==> src/rtl/ctrl_pkg.sv <==
// rtl/ctrl_pkg.sv - shared encodings for the multicycle main control FSM
package ctrl_pkg;

  typedef enum logic [3:0] {
    S_FETCH, S_DECODE, S_MEMADR, S_MEMRD, S_MEMWB, S_MEMWR,
    S_EXEC, S_ALUWB, S_BRANCH, S_ADDIEX, S_ADDIWB, S_JUMP
  } state_t;

  localparam logic [5:0] OP_RTYPE = 6'b000000;
  localparam logic [5:0] OP_LW    = 6'b100011;
  localparam logic [5:0] OP_SW    = 6'b101011;
  localparam logic [5:0] OP_BEQ   = 6'b000100;
  localparam logic [5:0] OP_ADDI  = 6'b001000;
  localparam logic [5:0] OP_J     = 6'b000010;

  localparam logic [1:0] ALU_ADD   = 2'b00;
  localparam logic [1:0] ALU_SUB   = 2'b01;
  localparam logic [1:0] ALU_RTYPE = 2'b10;

  localparam logic [1:0] PCS_ALU    = 2'b00;
  localparam logic [1:0] PCS_ALUOUT = 2'b01;
  localparam logic [1:0] PCS_JUMP   = 2'b10;

  localparam logic [1:0] SRCB_REGB    = 2'b00;
  localparam logic [1:0] SRCB_FOUR    = 2'b01;
  localparam logic [1:0] SRCB_IMM     = 2'b10;
  localparam logic [1:0] SRCB_IMM_SH2 = 2'b11;

endpackage

==> src/rtl/main_control_fsm.sv <==
// rtl/main_control_fsm.sv - multicycle MIPS-subset main control unit
module main_control_fsm
  import ctrl_pkg::*;
#(
  parameter int CNT_W    = 32,
  parameter int MEM_WAIT = 1
) (
  input  logic             clk,
  input  logic             rst_n,
  input  logic [5:0]       opcode,
  input  logic             mem_ready,
  output logic             pc_write,
  output logic             pc_write_cond,
  output logic [1:0]       pc_source,
  output logic             i_or_d,
  output logic             mem_read,
  output logic             mem_write,
  output logic             ir_write,
  output logic             mem_to_reg,
  output logic             reg_dst,
  output logic             reg_write,
  output logic             alu_src_a,
  output logic [1:0]       alu_src_b,
  output logic [1:0]       alu_op,
  output logic             illegal_op,
  output logic [CNT_W-1:0] instr_retired
);

  state_t             state_q, state_d;
  logic               illegal_q;
  logic [CNT_W-1:0]   retired_q;
  logic               mem_rdy;
  logic               retire;
  logic               bad_opcode;

  assign mem_rdy = (MEM_WAIT == 0) ? 1'b1 : mem_ready;

  always_comb begin
    state_d    = state_q;
    bad_opcode = 1'b0;
    case (state_q)
      S_FETCH:  if (mem_rdy) state_d = S_DECODE;
      S_DECODE: begin
        case (opcode)
          OP_LW, OP_SW: state_d = S_MEMADR;
          OP_RTYPE:     state_d = S_EXEC;
          OP_BEQ:       state_d = S_BRANCH;
          OP_ADDI:      state_d = S_ADDIEX;
          OP_J:         state_d = S_JUMP;
          default: begin
            state_d    = S_FETCH;
            bad_opcode = 1'b1;
          end
        endcase
      end
      S_MEMADR: state_d = (opcode == OP_SW) ? S_MEMWR : S_MEMRD;
      S_MEMRD:  if (mem_rdy) state_d = S_MEMWB;
      S_MEMWR:  if (mem_rdy) state_d = S_FETCH;
      S_EXEC:   state_d = S_ALUWB;
      S_ADDIEX: state_d = S_ADDIWB;
      default:  state_d = S_FETCH;
    endcase
  end

  // An instruction retires when a completing state hands control back to FETCH.
  always_comb begin
    retire = 1'b0;
    if (state_d == S_FETCH) begin
      case (state_q)
        S_MEMWB, S_MEMWR, S_ALUWB, S_ADDIWB, S_BRANCH, S_JUMP: retire = 1'b1;
        default: retire = 1'b0;
      endcase
    end
  end

  always_ff @(posedge clk) begin
    if (!rst_n) begin
      state_q   <= S_FETCH;
      illegal_q <= 1'b0;
      retired_q <= '0;
    end else begin
      state_q <= state_d;
      if (state_q == S_DECODE && bad_opcode) illegal_q <= 1'b1;
      if (retire) retired_q <= retired_q + CNT_W'(1);
    end
  end

  always_comb begin
    pc_write      = 1'b0;
    pc_write_cond = 1'b0;
    pc_source     = PCS_ALU;
    i_or_d        = 1'b0;
    mem_read      = 1'b0;
    mem_write     = 1'b0;
    ir_write      = 1'b0;
    mem_to_reg    = 1'b0;
    reg_dst       = 1'b0;
    reg_write     = 1'b0;
    alu_src_a     = 1'b0;
    alu_src_b     = SRCB_REGB;
    case (state_q)
      S_FETCH: begin
        mem_read  = 1'b1;
        alu_src_b = SRCB_FOUR;
        ir_write  = mem_rdy;
        pc_write  = mem_rdy;
      end
      S_DECODE: alu_src_b = SRCB_IMM_SH2;
      S_MEMADR, S_ADDIEX: begin
        alu_src_a = 1'b1;
        alu_src_b = SRCB_IMM;
      end
      S_MEMRD: begin
        i_or_d   = 1'b1;
        mem_read = 1'b1;
      end
      S_MEMWB: begin
        mem_to_reg = 1'b1;
        reg_write  = 1'b1;
      end
      S_MEMWR: begin
        i_or_d    = 1'b1;
        mem_write = mem_rdy;
      end
      S_EXEC: alu_src_a = 1'b1;
      S_ALUWB: begin
        reg_dst   = 1'b1;
        reg_write = 1'b1;
      end
      S_ADDIWB: reg_write = 1'b1;
      S_BRANCH: begin
        alu_src_a     = 1'b1;
        pc_source     = PCS_ALUOUT;
        pc_write_cond = 1'b1;
      end
      S_JUMP: begin
        pc_source = PCS_JUMP;
        pc_write  = 1'b1;
      end
      default: ;
    endcase
    // Reset holds every enable low, whatever state_q happens to be.
    if (!rst_n) begin
      pc_write      = 1'b0;
      pc_write_cond = 1'b0;
      pc_source     = PCS_ALU;
      i_or_d        = 1'b0;
      mem_read      = 1'b0;
      mem_write     = 1'b0;
      ir_write      = 1'b0;
      mem_to_reg    = 1'b0;
      reg_dst       = 1'b0;
      reg_write     = 1'b0;
      alu_src_a     = 1'b0;
      alu_src_b     = SRCB_REGB;
    end
  end

  // alu_ctl is registered downstream, so alu_op looks one state ahead.
  always_comb begin
    alu_op = ALU_ADD;
    if (rst_n) begin
      case (state_d)
        S_EXEC:   alu_op = ALU_RTYPE;
        S_BRANCH: alu_op = ALU_SUB;
        default:  alu_op = ALU_ADD;
      endcase
    end
  end

  assign illegal_op    = illegal_q;
  assign instr_retired = retired_q;

endmodule

==> config.mk <==
export PLATFORM = sky130hd
export DESIGN_NAME = main_control_fsm
export DESIGN_NICKNAME = d
export VERILOG_FILES = /design/src/rtl/ctrl_pkg.sv /design/src/rtl/main_control_fsm.sv
export SDC_FILE = /design/constraint.sdc
export NUM_CORES = 1
export LEC_CHECK = 0
export CAP_MARGIN = 10
export CELL_PAD_IN_SITES_DETAIL_PLACEMENT = 1
export CELL_PAD_IN_SITES_GLOBAL_PLACEMENT = 1
export CORE_MARGIN = 1.5
export CORE_UTILIZATION = 32
export CTS_BUF_LIST = sky130_fd_sc_hd__clkbuf_8 sky130_fd_sc_hd__clkbuf_16
export CTS_CLUSTER_SIZE = 16
export DETAILED_ROUTE_END_ITERATION = 8
export PLACE_DENSITY_LB_ADDON = 0.25
export SLEW_MARGIN = 30
export SYNTH_ARGS = -nofsm -noshare
export SYNTH_HDL_FRONTEND = slang
export SYNTH_SLANG_ARGS = --single-unit
==> constraint.sdc <==
create_clock -name clk -period 2.65 [get_ports clk]
set_input_delay 0.6625 -clock clk [delete_from_list [all_inputs] [get_ports clk]]
set_output_delay 0.6625 -clock clk [all_outputs]
set_load 0.03 [all_outputs]
==> impl.org, run 1 <==
** Cells and area
- Compared with the post-synthesis result, the final layout area differs by 47.6%.
- The finished cells cover 3360 um^2.
- 0 antenna diodes ended up in the layout.
- Cells with a size suffix above 1 make up 25.7% of the layout.
- The net count of the finished layout is 388.

** Drt
- The detail route stage leaves a number of antenna-violating nets equal to 0.
- Summed over all layers, the routed wires come to 7540 um.
- The first TritonRoute pass finished after 4 iterations.
- Via count :: 2573
- Routed wire per std cell :: 15.9 um
- After detailed routing, the number of remaining DRC violations is 0.
- Detail-routed via count per cell :: 5.43
- Violation count after the first detailed-route iteration :: 45

** Global route
- Met2 GRT Util :: 35.9%
- Wire length of the first global-routing pass :: 12700 um
- Global routing used 4.74% of the available met3 tracks.
- After global routing, the most crowded layer is met2.
- Initial antenna violation count :: 0
- Entering global routing, the biggest net connects 23 pins.
- Vias in the first global route :: 2619
- Global-route congestion overflow total :: 0
- For this run, global-route usage on met1 was measured as 26.3%.
- Overall Global Routing Usage :: 20.9%

** Clock tree
- Clock slew seen by the registers of the worst setup and hold paths :: 0.08 ns
- In this run the clock root is driven by a clkbuf_8.
- Clock latency on the worst-skew pair :: 0.29 ns
- Clock sinks :: 37
- Clock Path Buffers :: 2
- Number of buffers created by CTS :: 5
- Hold repair after CTS inserted 0 buffers.
- The H-tree generated during clock tree synthesis spans 2 levels.
- TritonCTS built the clock tree.

** Synthesis
- The synthesized design contains 37 register bits.
- In this run the cell area of the synthesized design comes to 2280 um^2.
- Synth unique cells :: 52
- Most used flip-flop cell after synthesis :: dfxtp_1
- The share of synthesized area in the top cell type comes to 32.5%.
- Yosys mapped a number of flops with a built-in enable equal to 0.
- Seq/Total Area, Yosys :: 32.5%
- Synthesized netlist cell count :: 290
- Post-Synthesis Mean Instance Area :: 7.86 um^2
- In the synthesized netlist the async set-or-reset flop fraction comes to 0%.
- Syn_nets :: 300
- Yosys attributes the largest share of cell area to dfxtp_1 33%, a21oi_1 7.7%, or3_1 6.0%.
- For this run, the number of Yosys warnings is 0.
- The largest total area in the synthesized netlist belongs to dfxtp_1.

** Die
- The die is 87.4 um wide.
- Floorplan row count :: 30
- From bottom edge to top edge, the die measures 87.4 um.
- Die area :: 7640 um^2
- 58 I/O pins were placed.
- The initial utilization of the core area, before any placement, comes to 33.4%.
- Floorplan core area :: 6830 um^2

** Timing
- In the finished design, the share of the clock period the worst path needs comes to 112%.
- The hold violation count in the final report was 0.
- The max-slew violation count came to 0.
- Period minus WS final :: 2.96 ns
- For the pin with the worst max-slew slack, the measured transition is 0.530 ns.
- The worst pin sits at a relative slew slack of 64.4%.
- Timing would allow up to 338 MHz.
- Across all setup checks in the final design, the least slack found is -0.312 ns.
- Final hold analysis gives a worst-case slack of 0.470 ns.
- RSZ-0062 raised after global routing :: true
- On the final layout, the worst clock skew is 0.00653 ns.
- Final setup viols :: 2

** Critical path
- Data on the critical path is required at its endpoint by 1.99 ns.
- The worst setup path is captured at an output pin.
- Data arrival time of the critical path :: 2.30 ns
- Max FO, Critical Path :: 3
- The kind of cell with the highest combined delay along the critical path is simple AND/OR/NAND/NOR gates.
- STA classifies the critical path startpoint as an input port.
- Cell Chain, Critical Path :: buf_6, or4_4, or4_4, a31oi_4, nor3b_4, buf_6
- Longest individual stage delay on the worst path :: 0.53 ns
- The largest individual stage delay along the critical path comes from the cell or4_4.
- Type of the worst setup path :: in -> out
- Worst path bufs/invs :: 2

** Placement
- The HPWL after detailed placement is 5470 um.
- Routability-driven placement congestion ratio :: 0.805
- Summing all placed instances gives a cell area of 3160 um^2.
- During placement, the flow inserted port buffers numbering 57.

** Pwr
- Fraction of power consumed by combinational cells :: 13.8%
- Total power density per cell area :: 338 nW/um^2
- IR analysis of the VDD net gives a maximum drop of 0.182 mV.
- P_int :: 0.835 mW
- Net switching is 26.7% of the power.
- Leakage component of the power :: 1.14 nW
- Part of the power in the clock network :: 37.0%
- The share of total power dissipated in sequential elements is 49.2%.
- Net switching power of the design :: 0.304 mW

** Run status
- Violations in the final reports :: setup timing
- Run status :: finished with violations

** Hold path
- Path type of the worst min-delay path :: reg -> reg

** Job
- Number of max-cap violations :: 0
==> sequential cells by signal, summed over array words and instances, names as in the netlist <==
signal,count
state_q,4
illegal_op,1
instr_retired,32
==> metrics by stage <==
stage / TNS (ns) / setup slack [ns] / power [mW] / instances / utilization (%)
after floorplan: -0.228 / -0.228 / 0.650 / 290 / -
after global placement: -7.38 / -0.702 / 0.712 / 462 / 46.2
after detailed placement: -8.79 / -0.745 / 0.716 / 462 / 46.2
after CTS: -0.642 / -0.361 / 1.15 / 471 / 49.0
after global routing: -0.669 / -0.352 / 1.19 / 474 / 49.2
final: -0.594 / -0.312 / 1.14 / 474 / 49.2
==> cell families after synthesis <==
logic type	after synthesis	share of synthesized area (%)
XOR/XNOR	4	1.54
multiplexers	1	0.439
flip-flops	37	32.5
adder cells (fa/ha/maj)	1	0.549
AO/OA/AOI/OAI	80	20.2
buffers and inverters	26	6.04
AND/OR/NAND/NOR	141	38.7
==> cells in the mapped netlist, drive strengths merged, types with 2 or more instances <==
cell type,instances
nand4b,2
buf,8
o22ai,2
a31oi,2
or3,22
xnor2,3
nor4bb,2
nand3,14
o31ai,7
nor3b,2
inv,8
nor3,12
or4bb,2
or4,10
nor2b,4
dfxtp,37
or2,3
o21ai,22
and3,3
nand2,20
nand2b,3
o41ai,3
o21a,3
nor2,9
a21oi,35
and2,2
nor4,11
clkbuf,9
and4,2
nand4,13
==> power groups by stage <==
stage | combinational, mW | clock [mW] | sequential [mW]
final | 0.157 | 0.421 | 0.561
after global routing | 0.169 | 0.463 | 0.561
after CTS | 0.153 | 0.434 | 0.561
after detailed placement | 0.143 | 0 | 0.574
after global placement | 0.139 | 0 | 0.574
after floorplan | 0.0716 | 0 | 0.578
==> cell type report <==
class	instances	area, um^2
clock buffer	6	82.6
clock inverter	1	7.51
fill	857	3470
inverter	9	38.8
multi-input combinational	227	1520
sequential	37	741
tap	96	120
timing repair buffer	98	852
==> per-layer routing <==
metal / up-vias / share of wire, %
met2: 53 / 49
met4: 0 / 1.1
met3: 6 / 3.4
met5: - / 0
li1: 1282 / -
met1: 1232 / 47
==> repair_timing <==
action                                 in CTS  in global routing
setup buffers                               3                  3
endpoints found under the hold margin       0                  0
setup endpoints to repair                   6                  5
resized for setup                          44                 11
gates cloned                                0                  0
pin swaps                                   8                  6
==> cell usage in the layout, fill, tap and decap left out, types with 3 or more instances in the layout <==
master / n
o21ai_1: 19
buf_6: 6
clkdlybuf4s50_1: 33
nor3_1: 10
o21ai_0: 3
o31ai_1: 7
o41ai_1: 3
buf_4: 53
o21a_1: 3
inv_1: 8
clkbuf_8: 6
nand3_1: 13
nand2b_1: 3
or4_1: 8
or3_1: 22
nand2_1: 19
nor4_2: 3
nand4_1: 11
nor2b_1: 4
nor4_1: 7
a21oi_1: 34
nor2_1: 9
dfxtp_1: 37
==> worst paths after layout <==
kind,startpoint,endpoint,slack (ns),depth (start not counted)
setup / recovery,opcode[4],alu_op[1],-0.31,6
hold / removal,illegal_op$_SDFFE_PN0P_,illegal_op$_SDFFE_PN0P_,0.47,1
setup reg to reg,state_q[2]$_SDFF_PN0_,instr_retired[20]$_SDFFE_PN0P_,0.34,9
hold reg to reg,illegal_op$_SDFFE_PN0P_,illegal_op$_SDFFE_PN0P_,0.47,1
(Power assumes the default switching activity.)
==> run 2: changes to the inputs <==
- SKIP_LAST_GASP: unset -> 1
==> results of run 2 <==
No change in the layout: final DEF, timing and power equal those of run 1.
==> run 3: changes to the inputs <==
- CTS_CLUSTER_DIAMETER: unset -> 120
==> results of run 3 <==
No change in the layout: final DEF, timing and power equal those of run 1.
